## src/rtl/shake_squeezer_if.sv

```systemverilog
// Handshake and data bundle between the squeezer, the Keccak permutation core and the downstream sampler.
interface shake_squeezer_if;
    localparam int unsigned LANE_W  = 64;
    localparam int unsigned STATE_W = 1600;
    localparam int unsigned CNT_W   = 16;

    logic               start;
    logic [CNT_W-1:0]   out_words;
    logic               perm_done;
    logic [STATE_W-1:0] perm_state;
    logic               perm_go;
    logic [LANE_W-1:0]  out_data;
    logic               out_valid;
    logic               out_ready;
    logic               out_last;
    logic               busy;
    logic               done;

    modport master (
        output start, out_words, perm_done, perm_state, out_ready,
        input  perm_go, out_data, out_valid, out_last, busy, done
    );

    modport slave (
        input  start, out_words, perm_done, perm_state, out_ready,
        output perm_go, out_data, out_valid, out_last, busy, done
    );
endinterface

```

## src/rtl/shake_squeezer.sv

```systemverilog
// SHAKE output stage: buffers the rate lanes of each permutation and streams them as 64-bit words,
// requesting further permutations until the requested length has been emitted.
module shake_squeezer #(
    parameter int unsigned RATE_WORDS = 21
) (
    input logic             clk,
    input logic             rst,
    shake_squeezer_if.slave sq
);
    localparam int unsigned LANE_W = 64;
    localparam int unsigned IDX_W  = 5;
    localparam int unsigned CNT_W  = 16;
    localparam logic [IDX_W-1:0] LAST_IDX = IDX_W'(RATE_WORDS - 1);

    typedef enum logic [1:0] {IDLE, WAIT_PERM, STREAM} state_t;

    state_t             state, state_next;
    logic [CNT_W-1:0]   remaining, remaining_next;
    logic [IDX_W-1:0]   lane_idx, lane_next;
    logic [LANE_W-1:0]  buffer [RATE_WORDS];
    logic               load;

    logic [LANE_W-1:0]  out_data_q, out_data_next;
    logic               out_valid_q, out_valid_next;
    logic               out_last_q, out_last_next;
    logic               perm_go_q, perm_go_next;
    logic               busy_q, busy_next;
    logic               done_q, done_next;

    // Lanes beyond the rate are never read; fold them so every input bit has a consumer.
    logic               unused_state;
    assign unused_state = ^sq.perm_state;

    // State and registered outputs.
    always_ff @(posedge clk) begin
        if (rst) begin
            state       <= IDLE;
            remaining   <= '0;
            lane_idx    <= '0;
            out_data_q  <= '0;
            out_valid_q <= 1'b0;
            out_last_q  <= 1'b0;
            perm_go_q   <= 1'b0;
            busy_q      <= 1'b0;
            done_q      <= 1'b0;
        end else begin
            state       <= state_next;
            remaining   <= remaining_next;
            lane_idx    <= lane_next;
            out_data_q  <= out_data_next;
            out_valid_q <= out_valid_next;
            out_last_q  <= out_last_next;
            perm_go_q   <= perm_go_next;
            busy_q      <= busy_next;
            done_q      <= done_next;
        end
    end

    // Local copy of the rate lanes so the core may permute again while we stream.
    always_ff @(posedge clk) begin
        if (load) begin
            for (int unsigned i = 0; i < RATE_WORDS; i++) begin
                buffer[i] <= sq.perm_state[i*LANE_W +: LANE_W];
            end
        end
    end

    // Next-state and next-output logic.
    always_comb begin
        state_next     = state;
        remaining_next = remaining;
        lane_next      = lane_idx;
        load           = 1'b0;
        out_data_next  = out_data_q;
        perm_go_next   = 1'b0;
        done_next      = 1'b0;

        unique case (state)
            IDLE: begin
                if (sq.start) begin
                    if (sq.out_words == '0) begin
                        done_next = 1'b1;
                    end else begin
                        remaining_next = sq.out_words;
                        state_next     = WAIT_PERM;
                    end
                end
            end
            WAIT_PERM: begin
                if (sq.perm_done) begin
                    load          = 1'b1;
                    lane_next     = '0;
                    out_data_next = sq.perm_state[LANE_W-1:0];
                    state_next    = STREAM;
                end
            end
            STREAM: begin
                if (sq.out_ready) begin
                    if (remaining == CNT_W'(1)) begin
                        remaining_next = '0;
                        done_next      = 1'b1;
                        state_next     = IDLE;
                    end else if (lane_idx == LAST_IDX) begin
                        remaining_next = remaining - CNT_W'(1);
                        perm_go_next   = 1'b1;
                        state_next     = WAIT_PERM;
                    end else begin
                        remaining_next = remaining - CNT_W'(1);
                        lane_next      = lane_idx + IDX_W'(1);
                        out_data_next  = buffer[IDX_W'(lane_idx + IDX_W'(1))];
                    end
                end
            end
            default: state_next = IDLE;
        endcase

        out_valid_next = (state_next == STREAM);
        out_last_next  = (state_next == STREAM) && (remaining_next == CNT_W'(1));
        busy_next      = (state_next != IDLE);
    end

    assign sq.out_data  = out_data_q;
    assign sq.out_valid = out_valid_q;
    assign sq.out_last  = out_last_q;
    assign sq.perm_go   = perm_go_q;
    assign sq.busy      = busy_q;
    assign sq.done      = done_q;
endmodule

```

## src/flat_wrapper.sv

```systemverilog
// flat-port wrapper written by rule: the top's interface ports become plain ports
module shake_squeezer_flat 
#(
    parameter int unsigned RATE_WORDS = 21
)
  (clk, rst, sq_start, sq_out_words, sq_perm_done, sq_perm_state, sq_out_ready, sq_perm_go, sq_out_data, sq_out_valid, sq_out_last, sq_busy, sq_done);
  shake_squeezer_if sq_i ();
  input logic clk;
  input logic rst;
  input wire logic [$bits(sq_i.start)-1:0] sq_start;
  input wire logic [$bits(sq_i.out_words)-1:0] sq_out_words;
  input wire logic [$bits(sq_i.perm_done)-1:0] sq_perm_done;
  input wire logic [$bits(sq_i.perm_state)-1:0] sq_perm_state;
  input wire logic [$bits(sq_i.out_ready)-1:0] sq_out_ready;
  output wire logic [$bits(sq_i.perm_go)-1:0] sq_perm_go;
  output wire logic [$bits(sq_i.out_data)-1:0] sq_out_data;
  output wire logic [$bits(sq_i.out_valid)-1:0] sq_out_valid;
  output wire logic [$bits(sq_i.out_last)-1:0] sq_out_last;
  output wire logic [$bits(sq_i.busy)-1:0] sq_busy;
  output wire logic [$bits(sq_i.done)-1:0] sq_done;
  assign sq_i.start = sq_start;
  assign sq_i.out_words = sq_out_words;
  assign sq_i.perm_done = sq_perm_done;
  assign sq_i.perm_state = sq_perm_state;
  assign sq_i.out_ready = sq_out_ready;
  assign sq_perm_go = sq_i.perm_go;
  assign sq_out_data = sq_i.out_data;
  assign sq_out_valid = sq_i.out_valid;
  assign sq_out_last = sq_i.out_last;
  assign sq_busy = sq_i.busy;
  assign sq_done = sq_i.done;
  shake_squeezer #(.RATE_WORDS(RATE_WORDS)) u_core (.clk(clk), .rst(rst), .sq(sq_i));
endmodule
```

## config.mk

```make
export PLATFORM = sky130hd
export DESIGN_NAME = shake_squeezer_flat
export DESIGN_NICKNAME = d
export VERILOG_FILES = /design/src/rtl/shake_squeezer_if.sv /design/src/rtl/shake_squeezer.sv /design/src/flat_wrapper.sv
export SDC_FILE = /design/constraint.sdc
export NUM_CORES = 2
export LEC_CHECK = 0
export ABC_CLOCK_PERIOD_IN_PS = 82700
export CAP_MARGIN = 40
export CORE_AREA = 2 2 659 661
export CTS_CLUSTER_SIZE = 25
export DETAILED_ROUTE_END_ITERATION = 10
export DIE_AREA = 0 0 661 663
export PLACE_DENSITY_LB_ADDON = 0.15
export SYNTH_ARGS = -nofsm -noshare
export SYNTH_HDL_FRONTEND = slang
export SYNTH_SLANG_ARGS = --single-unit
```

## constraint.sdc

```tcl
create_clock -name clk -period 82.7 [get_ports clk]
set_input_delay 16.54 -clock clk [delete_from_list [all_inputs] [get_ports clk]]
set_output_delay 16.54 -clock clk [all_outputs]
set_load 0.02 [all_outputs]
```

; ---- After elaboration in Yosys (flattened, before gate mapping)
; Memory sizes are Yosys's and may differ from the RTL's.
; Cells that the tools add are included.
[op_classes]
n_reduce_logical = 7
n_eq_ne = 10
muxes = 32
n_addsub = 2
n_bitwise = 2
[ops]
columns = operator, count
row1 = 64-bit 2-to-1 mux, 4
row2 = 64-bit case mux with 2 select lines, 1
row3 = 16-bit 2-to-1 mux, 4
row4 = 16-bit by 1-bit equality test with 1-bit output (second input constant), 2
row5 = 16-bit case mux with 2 select lines, 1
row6 = 5-bit 2-to-1 mux, 4
row7 = 16-bit zero test, 1
row8 = 16-bit by 1-bit subtractor with 16-bit output (second input constant), 1
row9 = 2-bit 2-to-1 mux, 6
row10 = 5-bit case mux with 2 select lines, 1
row11 = 1-bit 2-to-1 mux, 9
row12 = 2-bit != test (second input constant), 4
row13 = 2-bit case mux with 3 select lines, 1
row14 = 5-bit by 1-bit adder with 5-bit output (second input constant), 1
row15 = 5-bit equality test (second input constant), 1
row16 = 5-bit AND reduction, 1
row17 = 2-bit equality test (second input constant), 2
row18 = 2-bit nonzero test, 2
row19 = 4-bit OR reduction, 1
row20 = 2-bit by 1-bit equality test with 1-bit output (second input constant), 1
row21 = 2-bit zero test, 1
row22 = 1-bit inverter, 2
row23 = 1-bit case mux with 2 select lines, 1
row24 = 1-bit logical AND, 1
[totals]
input_bits = 1621
ram_bits = 1344
mem_count = 1
regBits = 92
[memory_table]
columns = memory, words, word_bits, rd, rd_ports_with_merged_regs, wr, line
row1 = u_core.buffer, 21, 64, 1, 0, 21, shake_squeezer.sv:20  ; logic [LANE_W-1:0] buffer [RATE_WORDS];

; ---- Logic depth before layout (Yosys ltp)
[logic_depth]
depth_word = 7
mapped_depth = 17

; ---- Least setup slack after synthesis
; OpenSTA, ideal clock, no wires.
[synth_timing]
path_kind = input-to-reg
start = input sq_perm_done
end = memory u_core.buffer[0][0], enable pin
setup_ns = 3.095
setup_slack_ns = 7.466
t_arrival_ns = 72.139
stages = 2
cell_sequence = nand2_1 > nor2_1
[synth_rtl]
columns = element, line
row1 = start: declaration, flat_wrapper.sv:12  ; input wire logic [$bits(sq_i.perm_done)-1:0] sq_perm_done;
row2 = end: declaration, shake_squeezer.sv:20

==> results.txt <==
Global route total overflow: 0
Skew final: 40.8 ps
Post-CTS setup repair buffer count: 0
DIE HEIGHT: 663 um
Initial antenna violation count: 287
CTS tree: yes
Commonest non-fill, non-tap cell in the layout: clkdlybuf4s50_1
Crit-path slowest cell: buf_4
Routed WL per cell: 28.2 um
Fin crit period: 20440 ps
Cell Pwr Density: 22.2 nW/um^2
Finished Cell Area: 83500 um^2
Worst min-delay path startpoint: u_core.sq.out_data[30]$_SDFFE_PP0P_
Die area: 438000 um^2
Fin. Hold Viols: 0
Asr flop ratio synth: 0
Unrepaired setup endpoints after global routing: no
Netlist cell types: 60
Hold WC Path Type: reg -> reg
Pin count of the biggest net entering global routing: 70
Drt initial violations: 2098
Port Buffers: 1433
Fmax: 48.9 MHz
Element type at the critical path end: flip-flop
Max Slew Vio Count: 0
Peak supply drop: 0.0000145 V
R2r setup slk: 77150 ps
DRT antenna net count: 0
#FFs+latches synth: 1436
Worst-path cell chain: clkdlybuf4s50_1, nand2_1, nor2_4, buf_4, buf_4, buf_12, buf_4, buf_4, buf_4
Via/cell ratio: 3.32
Initial core utilization: 0.127
Critical Path Most Common Cell: buf_4
Filler Cells Inserted: 46156
H-tree depth: 4
Syn_area_per_cell: 20.8 um^2
Post-Syn Instances: 2646
TNS Setup: 0 ps
Ys Warns: 0
Die X: 661 um
Post-cts sizing count: 0
Max Cap Viol: 0
Worst-path clk slew: 60 ps
Vias in the first global route: 35958
Post-synth EDFFs: 1344
Final worst path period share: 0.247
Io pins: 1690
Routability cong.: 0.769
Ys flop type: edfxtp_1
Synthesis-to-finish area growth: 51.9%
Nets@finish: 5831
Site Rows: 242
Worst-Margin Slew: 889 ps
Share of layout cells above drive strength 1: 0.178
First-pass GRT wire length: 365000 um
Clock sinks: 1436
Worst-Skew Late Latency: 880 ps
Max stage delay on crit path: 810 ps
CP Launch Type: input pin
Critical Path RT: 83170 ps
CORE AREA: 432000 um^2
TritonRoute pass-1 iters: 7
CP arrival: 20910 ps
Overall routed net length: 287000 um
DRC errors left: 0
Clock Tree Buf Depth: 4
GRT Overall Usage: 0.126
CTS Buf Count: 193
Via count: 33750
Most frequent cells in the layout: clkdlybuf4s50_1 (1432), edfxtp_1 (1344), mux4_2 (384), nor2_1 (200), clkbuf_16 (195)
Hold slack: 487 ps
Crit path kind: in -> reg
RR Startpoint: u_core.lane_idx[0]$_SDFFE_PP0P_
Dpl cell area: 77200 um^2
Seq/Total Area, Yosys: 0.768
Syn_nets: 4271
Final setup viols: 0
Post-CTS Hold Fix Bufs: 0
CP max FO: 64
Crit path launch: sq_perm_done
Hpwl dp: 221000 um
Synth Cell Area: 54900 um^2
Worst slew margin: 0.407
Clk root buf: clkbuf_16
Leak pwr: 25.4 nW
Status: finished clean
## cells in the mapped netlist, drive strengths merged, types with 2 or more instances
cell,number,area [um^2]
or4,4,33.8
nand4b,2,17.5
a221oi,2,17.5
nand3b,2,27.5
a32o,2,20.0
nor4,8,71.3
a211oi,39,293
or4b,3,30.0
xor2,3,26.3
ha,4,50.1
nor2b,7,43.8
nand2,92,345
nor3,34,175
mux4,384,8650
nor2,201,754
a21oi,82,410
a31oi,5,31.3
a22oi,5,37.5
nand4,3,18.8
nor4b,2,17.5
edfxtp,1344,40400
xnor2,3,26.3
a2111oi,2,17.5
inv,8,30.0
o22ai,31,194
o21a,3,22.5
clkbuf,117,439
buf,44,184
or3,3,23.8
nand2b,3,18.8
and3,3,18.8
o21ai,10,50.1
dfxtp,92,1840
o31ai,2,15.0
nand3,46,230
o211ai,36,270
## power breakdown
part           switching, W  internal (W)
Combinational     0.0000784     0.0000921
Clock              0.000349      0.000482
Sequential        0.0000131      0.000834
Total              0.000441       0.00141
## per-layer routing
layer	share of wire	track usage
met5	0.0054	0
met4	0.024	0.0270
met3	0.10	0.0579
met2	0.53	0.239
met1	0.33	0.123
## worst max-delay path, delay by kind of cell
family | cells | cell delay [ps]
simple gates | 2 | 220
buf+inv | 7 | 3930
## final cells by class
type                            count  area (um^2)  share of cell area
Antenna cell                       70          175             0.00210
Clock buffer                      261         5240              0.0628
Clock inverter                     93          886              0.0106
Inverter                            8         30.0            0.000360
Multi-Input combinational cell   1041        12200               0.146
Sequential cell                  1436        42200               0.506
Tap cell                         5734         7170              0.0860
Timing Repair Buffer             1526        15500               0.186
## kinds of logic (layout without fill, tap and decap cells)
| kind of cell | count (synthesis) | count (layout) | synth area share |
|---|---|---|---|
| flops | 1436 | 1436 | 0.768 |
| simple gates | 417 | 417 | 0.0338 |
| mux | 385 | 385 | 0.158 |
| compound gates | 229 | 229 | 0.0268 |
| buf+inv | 169 | 1888 | 0.0119 |
| xor+xnor | 6 | 6 | 0.000957 |
| fa+ha+maj | 4 | 4 | 0.000911 |
| other cells | 0 | 70 | 0 |
## final timing paths
check / endpoint / depth (start not counted)
setup reg to reg: u_core.sq.out_data[7]$_SDFFE_PP0P_ / 14
hold reg to reg: u_core.sq.out_data[30]$_SDFFE_PP0P_ / 2
hold / removal: u_core.sq.out_data[30]$_SDFFE_PP0P_ / 2
setup / recovery: u_core.buffer[9][29]$_DFFE_PP_ / 9
## state kept, by name (all words and copies together) (netlist names), 2 cells and up
| signal | flops |
|---|---|
| u_core.buffer | 1344 |
| u_core.lane_idx | 5 |
| u_core.remaining | 16 |
| u_core.state | 2 |
| u_core.sq.out_data | 64 |
## per-stage QoR
step	setup WS (ps)	util	cells	total power, W
final	62260	0.193	10169	0.00185
after detailed placement	61220	0.179	9745	0.00104
after CTS	62230	0.193	10099	0.00190
after global placement	61080	0.177	9716	0.00104
after global routing	61950	0.193	10113	0.00192
after floorplan	7470	-	2646	0.000990
Note: power is estimated with default switching activity, not from simulation.
